<file path="src/rtl/sram_port_arbiter.sv">
// Two-port round-robin arbiter and access sequencer for a 256K x 16 asynchronous SRAM.
// Each access runs IDLE -> SETUP -> ACCESS (WAIT_CYC strobe cycles) -> HOLD, with all pins registered.
module sram_port_arbiter #(
    parameter int WAIT_CYC = 8,
    parameter int ADDR_W   = 18,
    parameter int DATA_W   = 16
) (
    input  logic              SRAM_sys_clk,
    input  logic              SRAM_rst,
    input  logic              p0_req,
    input  logic              p0_we,
    input  logic [ADDR_W-1:0] p0_addr,
    input  logic [DATA_W-1:0] p0_wdata,
    input  logic [1:0]        p0_be,
    output logic              p0_gnt,
    output logic              p0_done,
    output logic [DATA_W-1:0] p0_rdata,
    input  logic              p1_req,
    input  logic              p1_we,
    input  logic [ADDR_W-1:0] p1_addr,
    input  logic [DATA_W-1:0] p1_wdata,
    input  logic [1:0]        p1_be,
    output logic              p1_gnt,
    output logic              p1_done,
    output logic [DATA_W-1:0] p1_rdata,
    output logic [ADDR_W-1:0] SRAM_A,
    output logic [DATA_W-1:0] SRAM_DB_O,
    output logic              SRAM_DB_OE,
    input  logic [DATA_W-1:0] SRAM_DB_I,
    output logic              SRAM_WE_N,
    output logic              SRAM_OE_N,
    output logic              SRAM_CE_N,
    output logic              SRAM_UB_N,
    output logic              SRAM_LB_N,
    output logic [1:0]        dbg_state_o
);
    typedef enum logic [1:0] {IDLE = 2'd0, SETUP = 2'd1, ACCESS = 2'd2, HOLD = 2'd3} state_t;

    localparam logic [3:0] CNT_LAST = 4'(WAIT_CYC - 1);

    state_t              state_q, state_d;
    logic                last_gnt_q, last_gnt_d;
    logic                sel_q, sel_d;
    logic                we_q, we_d;
    logic [1:0]          be_q, be_d;
    logic [3:0]          cnt_q, cnt_d;
    logic [ADDR_W-1:0]   a_q, a_d;
    logic [DATA_W-1:0]   dbo_q, dbo_d;
    logic                dboe_q, dboe_d;
    logic                we_n_q, we_n_d, oe_n_q, oe_n_d, ce_n_q, ce_n_d;
    logic                ub_n_q, ub_n_d, lb_n_q, lb_n_d;
    logic                gnt0_q, gnt0_d, gnt1_q, gnt1_d;
    logic                done0_q, done0_d, done1_q, done1_d;
    logic [DATA_W-1:0]   rd0_q, rd0_d, rd1_q, rd1_d;
    logic                win;

    // Port 1 wins when it is alone, or when both request and port 0 was served last.
    assign win = p1_req & (~p0_req | ~last_gnt_q);

    always_comb begin
        state_d    = state_q;
        last_gnt_d = last_gnt_q;
        sel_d      = sel_q;
        we_d       = we_q;
        be_d       = be_q;
        cnt_d      = cnt_q;
        a_d        = a_q;
        dbo_d      = dbo_q;
        dboe_d     = dboe_q;
        we_n_d     = we_n_q;
        oe_n_d     = oe_n_q;
        ce_n_d     = ce_n_q;
        ub_n_d     = ub_n_q;
        lb_n_d     = lb_n_q;
        gnt0_d     = 1'b0;
        gnt1_d     = 1'b0;
        done0_d    = 1'b0;
        done1_d    = 1'b0;
        rd0_d      = rd0_q;
        rd1_d      = rd1_q;
        case (state_q)
            IDLE: begin
                if (p0_req | p1_req) begin
                    sel_d      = win;
                    last_gnt_d = win;
                    we_d       = win ? p1_we : p0_we;
                    be_d       = win ? p1_be : p0_be;
                    a_d        = win ? p1_addr : p0_addr;
                    gnt0_d     = ~win;
                    gnt1_d     = win;
                    ce_n_d     = 1'b0;
                    if (win ? p1_we : p0_we) begin
                        dbo_d  = win ? p1_wdata : p0_wdata;
                        dboe_d = 1'b1;
                    end
                    state_d = SETUP;
                end
            end
            SETUP: begin
                if (we_q) begin
                    we_n_d = 1'b0;
                    ub_n_d = ~be_q[1];
                    lb_n_d = ~be_q[0];
                end else begin
                    oe_n_d = 1'b0;
                    ub_n_d = 1'b0;
                    lb_n_d = 1'b0;
                end
                cnt_d   = 4'd0;
                state_d = ACCESS;
            end
            ACCESS: begin
                cnt_d = cnt_q + 4'd1;
                if (cnt_q == CNT_LAST) begin
                    we_n_d = 1'b1;
                    oe_n_d = 1'b1;
                    // Read data is taken while OE_N is still low, on the strobe's last edge.
                    if (!we_q) begin
                        if (sel_q) rd1_d = SRAM_DB_I;
                        else       rd0_d = SRAM_DB_I;
                    end
                    state_d = HOLD;
                end
            end
            HOLD: begin
                dboe_d  = 1'b0;
                ce_n_d  = 1'b1;
                ub_n_d  = 1'b1;
                lb_n_d  = 1'b1;
                done0_d = ~sel_q;
                done1_d = sel_q;
                state_d = IDLE;
            end
            default: state_d = IDLE;
        endcase
    end

    always_ff @(posedge SRAM_sys_clk) begin
        if (SRAM_rst) begin
            state_q    <= IDLE;
            last_gnt_q <= 1'b1;
            sel_q      <= 1'b0;
            we_q       <= 1'b0;
            be_q       <= 2'b00;
            cnt_q      <= 4'd0;
            a_q        <= '0;
            dbo_q      <= '0;
            dboe_q     <= 1'b0;
            we_n_q     <= 1'b1;
            oe_n_q     <= 1'b1;
            ce_n_q     <= 1'b1;
            ub_n_q     <= 1'b1;
            lb_n_q     <= 1'b1;
            gnt0_q     <= 1'b0;
            gnt1_q     <= 1'b0;
            done0_q    <= 1'b0;
            done1_q    <= 1'b0;
            rd0_q      <= '0;
            rd1_q      <= '0;
        end else begin
            state_q    <= state_d;
            last_gnt_q <= last_gnt_d;
            sel_q      <= sel_d;
            we_q       <= we_d;
            be_q       <= be_d;
            cnt_q      <= cnt_d;
            a_q        <= a_d;
            dbo_q      <= dbo_d;
            dboe_q     <= dboe_d;
            we_n_q     <= we_n_d;
            oe_n_q     <= oe_n_d;
            ce_n_q     <= ce_n_d;
            ub_n_q     <= ub_n_d;
            lb_n_q     <= lb_n_d;
            gnt0_q     <= gnt0_d;
            gnt1_q     <= gnt1_d;
            done0_q    <= done0_d;
            done1_q    <= done1_d;
            rd0_q      <= rd0_d;
            rd1_q      <= rd1_d;
        end
    end

    assign p0_gnt      = gnt0_q;
    assign p1_gnt      = gnt1_q;
    assign p0_done     = done0_q;
    assign p1_done     = done1_q;
    assign p0_rdata    = rd0_q;
    assign p1_rdata    = rd1_q;
    assign SRAM_A      = a_q;
    assign SRAM_DB_O   = dbo_q;
    assign SRAM_DB_OE  = dboe_q;
    assign SRAM_WE_N   = we_n_q;
    assign SRAM_OE_N   = oe_n_q;
    assign SRAM_CE_N   = ce_n_q;
    assign SRAM_UB_N   = ub_n_q;
    assign SRAM_LB_N   = lb_n_q;
    assign dbg_state_o = state_q;
endmodule

</file>
<file path="config.mk">
export PLATFORM = sky130hd
export DESIGN_NAME = sram_port_arbiter
export DESIGN_NICKNAME = d
export VERILOG_FILES = /design/src/rtl/sram_port_arbiter.sv
export SDC_FILE = /design/constraint.sdc
export NUM_CORES = 1
export LEC_CHECK = 0
export ABC_CLOCK_PERIOD_IN_PS = 4210
export CORE_UTILIZATION = 30
export CTS_CLUSTER_DIAMETER = 80
export DETAILED_ROUTE_END_ITERATION = 10
export GPL_TIMING_DRIVEN = 0
export PLACE_DENSITY = 0.58
export SYNTH_ARGS = -nofsm -noshare
export SYNTH_HDL_FRONTEND = slang
export SYNTH_SLANG_ARGS = --single-unit
</file>
<file path="constraint.sdc">
create_clock -name SRAM_sys_clk -period 4.21 [get_ports SRAM_sys_clk]
set_input_delay 0.842 -clock SRAM_sys_clk [delete_from_list [all_inputs] [get_ports SRAM_sys_clk]]
set_output_delay 0.842 -clock SRAM_sys_clk [all_outputs]
set_load 0.01 [all_outputs]
</file>
==> impl_metrics.ini, run 1 <==
[status]
outcome = complete, no violations

[clock_network]
cts_resized = 0
htreeDepth = 3
cts_tree = done
cts.path.max_buffers = 2
hold_buffers = 0
root_buffer = clkbuf_16
worstSkewPairLatency_ns = 0.33
cts.sinks = 87
cts_buffers = 9
clkTransAtPathRegs_ns = 0.07
post-cts-setup-buffer-count = 0

[die]
pin_count = 172
core-area_um2 = 11700
die_w_um = 112
dieHeight_um = 112
rows = 39
die-area_um2 = 12600
initial_utilization_pct = 31.4

[synth]
synth-seq-cells = 87
synth_area_leaders = dfxtp_1 (48%), mux2i_1 (10%), a21oi_1 (7.7%)
synthCells = 401
synth_ff_type = dfxtp_1
ys_async_sr_fraction_pct = 0
synth.distinct_cells = 35
yosysTopAreaCell = dfxtp_1
synth_top_area_share_pct = 47.6
yosysSeqAreaShare_pct = 47.6
syn_nets = 501
syn_area_um2 = 3660
yosys_warnings = 0
synth-edff-count = 0
syn_area_per_cell_um2 = 9.12

[global_routing]
grt_pass1_wl_um = 17200
grt_overflow = 0
grt_max_degree = 15
grt_usage_pct = 17.3
first_global_vias = 3421
antenna_found_initial = 0

[setup_path]
crit_type = in2reg
critPathCaptureType = flip-flop
critical-path-max-stage-delay_ns = 0.57
cp_common_cell = buf_2
path_buf_inv = 4
crit_arrival_ns = 2.60
crit_cells = 8
cpLargestDelayFamily = buffers and inverters
worstPathMaxFanout = 10
critPathLaunchType = input port
crit_start = p1_req
regToRegEndpoint = p0_rdata[11]
worstPathRequired_ns = 4.41
cpMaxStageDelayCell = clkdlybuf4s50_1
crit_chain = clkdlybuf4s50_1 > a21boi_2 > a32o_1 > buf_2 > and2_1 > buf_2 > buf_6 > a211oi_2
ff2ff_setup_slack_ns = 2.08
reg2regPathDepth = 9
cp-endpoint = SRAM_DB_O[10]
timing.rr.start = dbg_state_o[0]

[power]
fin_total_pwr_mw = 2.99
p_per_area_nw_per_um2 = 509
peakVddDrop_mv = 0.216
p_leak_nw = 2.09

[layout]
final_cell_mix = clkdlybuf4s50_1 (170), dfxtp_1 (87), nand2_1 (71), a21oi_1 (56), mux2i_1 (37)
fin_area_um2 = 5860
fin_util_pct = 50.3
area_growth_syn_to_layout_pct = 60.2
mostFrequentLayoutCell = clkdlybuf4s50_1
nets = 682
drive_gt1_share_pct = 7.68
n_antenna_cell = 0

[route]
drc = 0
routedWlPerCell_um = 14.8
dr.pass1.iters = 4
drtIter0Drc = 137
vias = 3465
avgViaCountPerCell = 4.75
wl_um = 10800
ant_nets = 0

[job]
drv_cap = 0

[placed_design]
placed_area_um2 = 5540
routabilityCongestion = 0.738
numPortBuffers = 170
place_hpwl_um = 8390
place_ws_ns = 1.45

[sta]
worst_slew_pin_slew_ns = 0.606
setup_viol = 0
skew_ns = 0.00594
fin_setup_tns_ns = 0
max_clock_freq_mhz = 416
layout_setup_ws_ns = 1.81
timing.final.crit_period_ns = 2.40
fin_crit_sh_pct = 57.0
hold_violations = 0
rsz0062_at_grt = false
slew_viol_final = 0
slew_headroom_pct = 59.6

[hold_path]
min_path_type = reg2reg
power breakdown:
part,switching [mW],internal [mW],total (mW)
registers,0.0985,0.973,1.07
logic,0.526,0.532,1.06
clock network,0.323,0.534,0.857
total,0.947,2.04,2.99
area by class of cell:
class,count,area [um2]
Sequential cell,87,1740
Timing Repair Buffer,170,1700
Multi-Input combinational cell,278,1750
Clock inverter,5,82.6
Buffer,31,144
Inverter,5,18.8
Tap cell,143,179
Clock buffer,10,239
Fill cell,1125,5800
worst reg2reg max path, delay by kind of cell (launching register included):
family / cells / cell delay (ns)
compound gates: 1 / 0.06
fa+ha+maj: 1 / 0.15
buf+inv: 4 / 0.72
flops: 1 / 0.36
simple gates: 3 / 0.72
per-layer routing:
layer	track usage [%]	share of wire (%)	up-vias
met4	4.27	0.89	0
met5	0	0	-
met1	21.0	45	1559
met3	7.29	9.7	8
met2	28.4	45	140
li1	-	-	1758
flip-flops by register name (all words and copies together), names as in the netlist, 2 cells and up:
name,count
SRAM_DB_O,16
p1_rdata,16
cnt_q,4
dbg_state_o,2
p0_rdata,16
SRAM_A,18
be_q,2
synth_stat cells (all sizes together) (2+ instances only):
library cell,count
a211o,2
a211oi,36
a21oi,56
a22oi,2
buf,14
clkbuf,17
dfxtp,87
ha,6
inv,5
mux2,2
mux2i,37
nand2,71
nand2b,3
nand3,2
nor2,28
nor2b,3
nor3,4
nor3b,6
nor4,2
o21ai,6
o21bai,2
or4,2
cells by family (layout without fill, tap and decap cells):
kind of cell / after synthesis / count (layout) / share of synthesized area (%)
compound gates: 109 / 109 / 19.8
mux: 39 / 39 / 10.7
fa+ha+maj: 6 / 6 / 2.05
flops: 87 / 87 / 47.6
simple gates: 124 / 124 / 15.4
buf+inv: 36 / 221 / 4.45
how the worst min path moves through the flow:
| stage | from | end | slack [ns] | cells after the start |
|---|---|---|---|---|
| floorplan | cnt_q[1] | cnt_q[1] | 0.46 | 2 |
| global placement | p0_rdata[5] | p0_rdata[5] | 0.44 | 2 |
| detailed placement | p0_rdata[4] | p0_rdata[4] | 0.45 | 2 |
| CTS | p0_rdata[4] | p0_rdata[4] | 0.46 | 2 |
| global route | p1_rdata[7] | p1_rdata[7] | 0.47 | 2 |
| finish | p1_rdata[7] | p1_rdata[7] | 0.45 | 2 |
stage by stage:
| step | hold slack (ns) | std cells |
|---|---|---|
| 6_report | 0.454 | 729 |
| 4_1_cts | 0.456 | 729 |
| 3_5_place_dp | 0.447 | 714 |
| 2_1_floorplan | 0.463 | 401 |
| 3_3_place_gp | 0.443 | 714 |
| 5_1_grt | 0.472 | 729 |
Note: power is estimated with default switching activity, not from simulation.
==> run 2: changes to the inputs <==
- ABC_CLOCK_PERIOD_IN_PS: 4210 -> 2300
- clock period: 4.21 -> 2.3 ns (I/O delays scaled with it)
==> impl_metrics.ini, run 2 (same netlist as run 1, synthesis figures left out) <==
[status]
outcome = complete, no violations

[route]
met3_wirelength_um = 1060
routedWlPerCell_um = 14.7
dr.pass1.iters = 4
avgViaCountPerCell = 4.75
wl_um = 10700
highest_layer = met4
met2_length_um = 4800
wl_met1_um = 4780
ant_nets = 0
drtIter0Drc = 139
vias = 3457
drc = 0

[global_routing]
grt_pass1_wl_um = 17200
first_global_vias = 3421
grt_max_degree = 15
grt_overflow = 0
grt_usage_pct = 17.3
antenna_found_initial = 0

[clock_network]
cts.path.max_buffers = 2
root_buffer = clkbuf_16
cts_buffers = 9
htreeDepth = 3
hold_buffers = 0
cts.sinks = 87
worstSkewPairLatency_ns = 0.33
clkTransAtPathRegs_ns = 0.06
cts_tree = done

[sta]
rsz0062_at_grt = false
setup_viol = 0
skew_ns = 0.00593
fin_crit_sh_pct = 92.0
fin_setup_tns_ns = 0
max_clock_freq_mhz = 473
hold_violations = 0
timing.final.crit_period_ns = 2.11
slew_viol_final = 0
layout_setup_ws_ns = 0.185
worst_slew_pin_slew_ns = 0.606
slew_headroom_pct = 59.6

[job]
drv_cap = 0

[setup_path]
critPathCaptureType = flip-flop
worstPathMaxFanout = 10
worstPathRequired_ns = 2.50
crit_type = reg2reg
crit_arrival_ns = 2.31
critPathLaunchType = flip-flop

[hold_path]
min_path_type = reg2reg

[placed_design]
numPortBuffers = 170
place_ws_ns = -0.0816
placed_area_um2 = 5540
place_hpwl_um = 8390
dp_cells = 714
routabilityCongestion = 0.738

[die]
pin_count = 172
core-area_um2 = 11700
die_w_um = 112
rows = 39
die-area_um2 = 12600
dieHeight_um = 112
initial_utilization_pct = 31.4

[layout]
nets = 681
mostFrequentLayoutCell = clkdlybuf4s50_1
seq_area_um2 = 1740
multi_input_area_um2 = 1750
stdcell_count = 728
n_antenna_cell = 0
fin_area_um2 = 5860
fillers = 1126
final_cell_mix = clkdlybuf4s50_1 (170), dfxtp_1 (87), nand2_1 (71), a21oi_1 (56), mux2i_1 (37)
area_growth_syn_to_layout_pct = 60.1
largest_reg_flops = 18
drive_gt1_share_pct = 7.86

[power]
p_leak_nw = 2.10
p_per_area_nw_per_um2 = 933
peakVddDrop_mv = 0.396
-- run 2: changes by cell type in the layout (fill, tap and decap cells not counted) --
cell      previous run  this run
clkbuf_2             1         2
clkbuf_1            16        14
-- run 2: layout make-up --
| class | instances | area share (%) |
|---|---|---|
| well taps | 143 | 3.05 |
| plain buffers | 30 | 2.41 |
| clock buffers | 10 | 4.08 |
| inverters | 5 | 0.320 |
| clock inverters | 5 | 1.41 |
| repair buffers | 170 | 29.0 |
| multi-input cells | 278 | 29.9 |
| flip-flops and latches | 87 | 29.7 |
-- run 2: power breakdown --
part	internal [mW]	switching (mW)	total [mW]
registers	1.78	0.180	1.96
clock network	0.977	0.591	1.57
logic	0.974	0.962	1.94
total	3.73	1.73	5.47
-- run 2: per-stage QoR --
step	power, mW	util (%)	hold slack (ns)
4_1_cts	5.53	50.3	0.456
3_3_place_gp	3.92	47.5	0.443
2_1_floorplan	3.01	-	0.463
6_report	5.47	50.2	0.455
5_1_grt	5.78	50.2	0.472
3_5_place_dp	3.94	47.5	0.447
-- run 2: final timing paths --
check	startpoint	to	slack (ns)	cells after the start
worst max register to register	dbg_state_o[0]	p0_rdata[11]	0.19	8
worst max-delay path	dbg_state_o[0]	p0_rdata[11]	0.19	8
worst min-delay path	p1_rdata[7]	p1_rdata[7]	0.45	2
worst min register to register	p1_rdata[7]	p1_rdata[7]	0.45	2
-- run 2: layer usage --
layer  vias to the layer above  track usage, %
li1                       1756               -
met1                      1551            21.0
met2                       142            28.4
met3                         8            7.29
met4                         0            4.27
met5                         -               0
-- run 2: repair_timing --
item	in CTS	in global routing
setup buffers	0	0
gates resized for setup	0	2
endpoints found under the setup margin	0	6
-- run 2: critical path, cell delays in order, from the launching register on --
cell,delay [ns]
dfxtp_1,0.36
inv_1,0.13
ha_1,0.14
buf_2,0.17
nand2_1,0.19
or4_1,0.60
buf_2,0.24
nand2_1,0.09
a21oi_1,0.06
==> run 3: changes to the inputs <==
- CTS_CLUSTER_DIAMETER: 80 -> unset
- PLACE_DENSITY: 0.58 -> unset
==> impl_metrics.ini, run 3 (same netlist as run 1, synthesis figures left out) <==
[layout]
fin_area_um2 = 5840
nets = 682
n_antenna_cell = 0
drive_gt1_share_pct = 8.01
area_growth_syn_to_layout_pct = 59.6
largest_reg_flops = 18
final_cell_mix = clkdlybuf4s50_1 (170), dfxtp_1 (87), nand2_1 (70), a21oi_1 (56), mux2i_1 (37)
stdcell_count = 730
fin_util_pct = 50.1
mostFrequentLayoutCell = clkdlybuf4s50_1

[global_routing]
grt_pass1_wl_um = 17600
antenna_found_initial = 0
first_global_vias = 3478
grt_overflow = 0
grt_max_degree = 14
grt_usage_pct = 17.7

[setup_path]
critPathCaptureType = flip-flop
worstPathMaxFanout = 10
critPathLaunchType = input port
cpLargestDelayFamily = buffers and inverters
worstPathRequired_ns = 2.50
cp_common_cell = buf_2
crit_arrival_ns = 2.28
crit_type = in2reg
path_buf_inv = 4
cpMaxStageDelayCell = clkdlybuf4s50_1
critical-path-max-stage-delay_ns = 0.58
crit_chain = clkdlybuf4s50_1 > a21boi_2 > a32o_1 > buf_2 > and2_1 > buf_2 > buf_6 > a211oi_2

[power]
pwr-share-seq_pct = 36.6
switchingPower_mw = 1.74
switching_share_pct = 32.5
peakVddDrop_mv = 0.363
p_clk_share_pct = 26.8
fin_total_pwr_mw = 5.34
power_frac_comb_pct = 36.6
p_per_area_nw_per_um2 = 915
p_leak_nw = 2.09
intPower_mw = 3.61

[clock_network]
clkTransAtPathRegs_ns = 0.06
cts_resized = 0
hold_buffers = 0
cts_buffers = 9
cts.path.max_buffers = 2
worstSkewPairLatency_ns = 0.34
htreeDepth = 3
cts.sinks = 87
cts_tree = done
post-cts-setup-buffer-count = 0
root_buffer = clkbuf_16

[die]
initial_utilization_pct = 31.4
rows = 39
pin_count = 172
die-area_um2 = 12600
die_w_um = 112
core-area_um2 = 11700
dieHeight_um = 112

[placed_design]
routabilityCongestion = 0.768
place_hpwl_um = 8300
numPortBuffers = 170
placed_area_um2 = 5540
dp_cells = 714

[sta]
fin_crit_sh_pct = 90.3
hold_violations = 0
setup_viol = 0
timing.final.crit_period_ns = 2.08
slew_viol_final = 0
rsz0062_at_grt = false
slew_headroom_pct = 57.7
worst_slew_pin_slew_ns = 0.635
holdWs_ns = 0.452
max_clock_freq_mhz = 481
skew_ns = 0.00358

[hold_path]
min_path_type = reg2reg

[route]
drc = 0
routedWlPerCell_um = 14.9
ant_nets = 0
wl_um = 10900
avgViaCountPerCell = 4.74
vias = 3458
drtIter0Drc = 173
dr.pass1.iters = 4

[job]
drv_cap = 0

[status]
outcome = complete, no violations
[run 3: cell types whose count changed in the layout (fill, tap and decap cells not counted), sizes merged]
cell / change
bufinv: -2
clkinv: -2
clkinvlp: +1
clkbuf: +5
[run 3: area by class of cell]
| cell class | count | area, um2 |
|---|---|---|
| timing repair buffer | 170 | 1700 |
| multi-input combinational | 278 | 1760 |
| buffer | 31 | 145 |
| fill | 1120 | 5820 |
| clock buffer | 14 | 284 |
| sequential | 87 | 1740 |
| clock inverter | 2 | 12.5 |
| inverter | 5 | 18.8 |
| tap | 143 | 179 |
[run 3: through the flow]
step	setup WS, ns	setup TNS, ns
floorplan	0.409	0
global placement	-0.0954	-0.928
detailed placement	-0.128	-1.23
CTS	0.178	0
global route	0.0711	0
finish	0.223	0
[run 3: power groups by stage]
stage                     clock network (mW)  registers (mW)  logic, mW
after detailed placement                   0            1.98       1.97
final                                   1.43            1.96       1.95
after CTS                               1.46            1.96       1.98
after global placement                     0            1.98       1.94
after floorplan                            0            2.07      0.936
after global routing                    1.55            2.00       2.14
[run 3: path summary, 6_finish.rpt]
kind	cells after the start	from	slack, ns	end
max	8	p1_req	0.22	SRAM_DB_O[15]
min	2	p1_rdata[7]	0.45	p1_rdata[7]
max reg2reg	9	dbg_state_o[0]	0.24	p0_rdata[10]
min reg2reg	2	p1_rdata[7]	0.45	p1_rdata[7]
[run 3: metal layers]
| metal | part of all wire [%] | GRT usage (%) | wire, um | vias up |
|---|---|---|---|---|
| met2 | 45 | 29.6 | 4880 | 130 |
| met5 | 0 | 0 | 0 | - |
| met1 | 45 | 21.1 | 4850 | 1554 |
| met3 | 9.0 | 6.26 | 978 | 12 |
| met4 | 1.5 | 6.40 | 163 | 0 |
| li1 | - | - | - | 1762 |
[run 3: worst register-to-register path: stages, from the launching register on]
cell and delay, ns:
dfxtp_1 0.35, inv_1 0.13, ha_1 0.16, buf_2 0.18, nand2_2 0.13, or4_1 0.41, clkbuf_1 0.18, buf_2 0.22
nand2_1 0.10, a21oi_1 0.07
==> edit (settings of run 1) <==
Put one more register stage on the output `dbg_state_o`, cleared by the reset. The value now appears one clock later. The other outputs are not delayed to match.
--- a/src/rtl/sram_port_arbiter.sv
+++ b/src/rtl/sram_port_arbiter.sv
@@ -195,6 +195,12 @@
     assign SRAM_CE_N   = ce_n_q;
     assign SRAM_UB_N   = ub_n_q;
     assign SRAM_LB_N   = lb_n_q;
-    assign dbg_state_o = state_q;
+    always_ff @(posedge SRAM_sys_clk) begin
+        if (SRAM_rst) begin
+            dbg_state_o <= '0;
+        end else begin
+            dbg_state_o <= state_q;
+        end
+    end
 endmodule
 
Check against the original RTL: not equivalent (a bounded check fails within 4 cycles, from zero or initial values and one cycle with SRAM_rst high).
==> edit against run 1 <==
First-iteration DRC count grew 9.5%. Design area is 0.60% higher. Power decreased by 0.83%. Global-route usage grew 0.18 points. Wire length grew 2.1%. Fmax fell by 1.1%. Worst setup slack got worse by 0.028 ns. Area after synthesis rose by 1.3%. Sequential cell count grew 2. Synthesized cell count is 1.0% higher.
==> edit: results <==
set metrics [dict create \
    status "completed" \
    gp_congestion 0.7729 \
    wl_mm 10.98 \
    critPathArrivalTime_ns 2.62 \
    yosys_warnings 0 \
    synthArstFlopShare_pct 0 \
    synth_fa_ha_area_share_pct 2.026 \
    syn_nets 505 \
    yosys-mux-area-fraction_pct 10.60 \
    grt_max_degree 17 \
    ys_seq_area_share_pct 48.08 \
    clkSlewWorstSetupHoldPaths_ns 0.06 \
    min_from "p1_rdata[4]$_SDFFE_PP0P_" \
    synth_xor_area_share_pct 0 \
    cts.repair.resized 0 \
    cts_buffers 9 \
    largest_register_ffs 18 \
    antenna_found_initial 0 \
    synth_compound_area_share_pct 19.51 \
    hold_path.class "flip-flop to flip-flop" \
    cts.root.buffer_cell "clkbuf_16" \
    post_cts_buffers 0 \
    synth.area.top_cells "dfxtp_1 (48%), mux2i_1 (10%), a21oi_1 (7.6%), nand2_1 (7.2%), a211oi_1 (5.3%)" \
    clk_latency_ns 0.34 \
    nets 686 \
    p_leak_nw 2.094 \
    num_antenna_cells 0 \
    place_area_mm2 0.005592 \
    dr.pass1.iters 4 \
    relSlewSlack_pct 62.41 \
    synth.distinct_cells 35 \
    synthFlopType "dfxtp_1" \
    grt_overflow 0 \
    synthTopCellsByCount "dfxtp_1 (89), nand2_1 (71), a21oi_1 (56)" \
    io_buffers 170 \
    clk_path_buf_depth 2 \
    drive_gt1_share_pct 7.783 \
    setup_viol 0 \
    dpl.hpwl_mm 8.609 \
    worst-path-max-fanout 10 \
    htree_levels 3 \
    drtIter0Drc 150 \
    vias_per_cell 4.798 \
    cp-startpoint "p1_req" \
    fin_worst_skew_ns 0.008413 \
    crit_path_start_kind "input pin" \
    grt_pass1_wl_mm 17.64 \
    vdd_drop_max_uv 251.4 \
    regToRegStartpoint "state_q[0]$_SDFFE_PP0P_" \
    grt_pass1_vias 3625 \
    nFillCells 1178 \
    track_usage_pct 17.50 \
]
edit: kinds of logic after synthesis:
kind of cell	Yosys count
compound gates	109
flops	89
mux	39
buf+inv	36
simple gates	126
fa+ha+maj	6
edit: critical path, stage by stage:
cell and delay [ns]:
clkdlybuf4s50_1 0.58, a21boi_2 0.25, a32o_1 0.14, buf_2 0.20, and2_1 0.14, buf_2 0.20
buf_6 0.19, a211oi_2 0.08
edit: metal layers:
| metal | share of wire, % | global-route usage (%) |
|---|---|---|
| met2 | 46 | 29.98 |
| met5 | 0 | 0 |
| met4 | 1.4 | 6.228 |
| met1 | 43 | 20.50 |
| met3 | 9.5 | 5.570 |
edit: final timing paths:
check	endpoint	slack, ns	depth (start not counted)
worst max register to register	p0_rdata[7]$_SDFFE_PP0P_	2.02	9
worst max-delay path	SRAM_DB_O[7]$_SDFFE_PP0P_	1.78	8
worst min-delay path	p1_rdata[4]$_SDFFE_PP0P_	0.45	2
worst min register to register	p1_rdata[4]$_SDFFE_PP0P_	0.45	2
edit: area by class of cell:
cell class                 instances  share of cell area, %
multi-input combinational        280                  29.88
buffer                            31                  2.441
tap                              147                  3.120
timing repair buffer             170                  28.86
clock inverter                     7                  1.337
sequential                        89                  30.22
clock buffer                       9                  3.820
inverter                           5                 0.3183
edit: per-stage QoR:
step | std cells | setup slack, ns | util, %
detailed placement | 722 | 1.446 | 46.55
CTS | 738 | 1.797 | 49.08
global route | 738 | 1.674 | 49.08
global placement | 722 | 1.451 | 46.55
floorplan | 405 | 2.196 | -
finish | 738 | 1.781 | 49.08
edit: power breakdown:
group	internal, W	switching, W
registers	0.000995	0.000100
clock network	0.000464	0.000348
logic	0.000526	0.000527
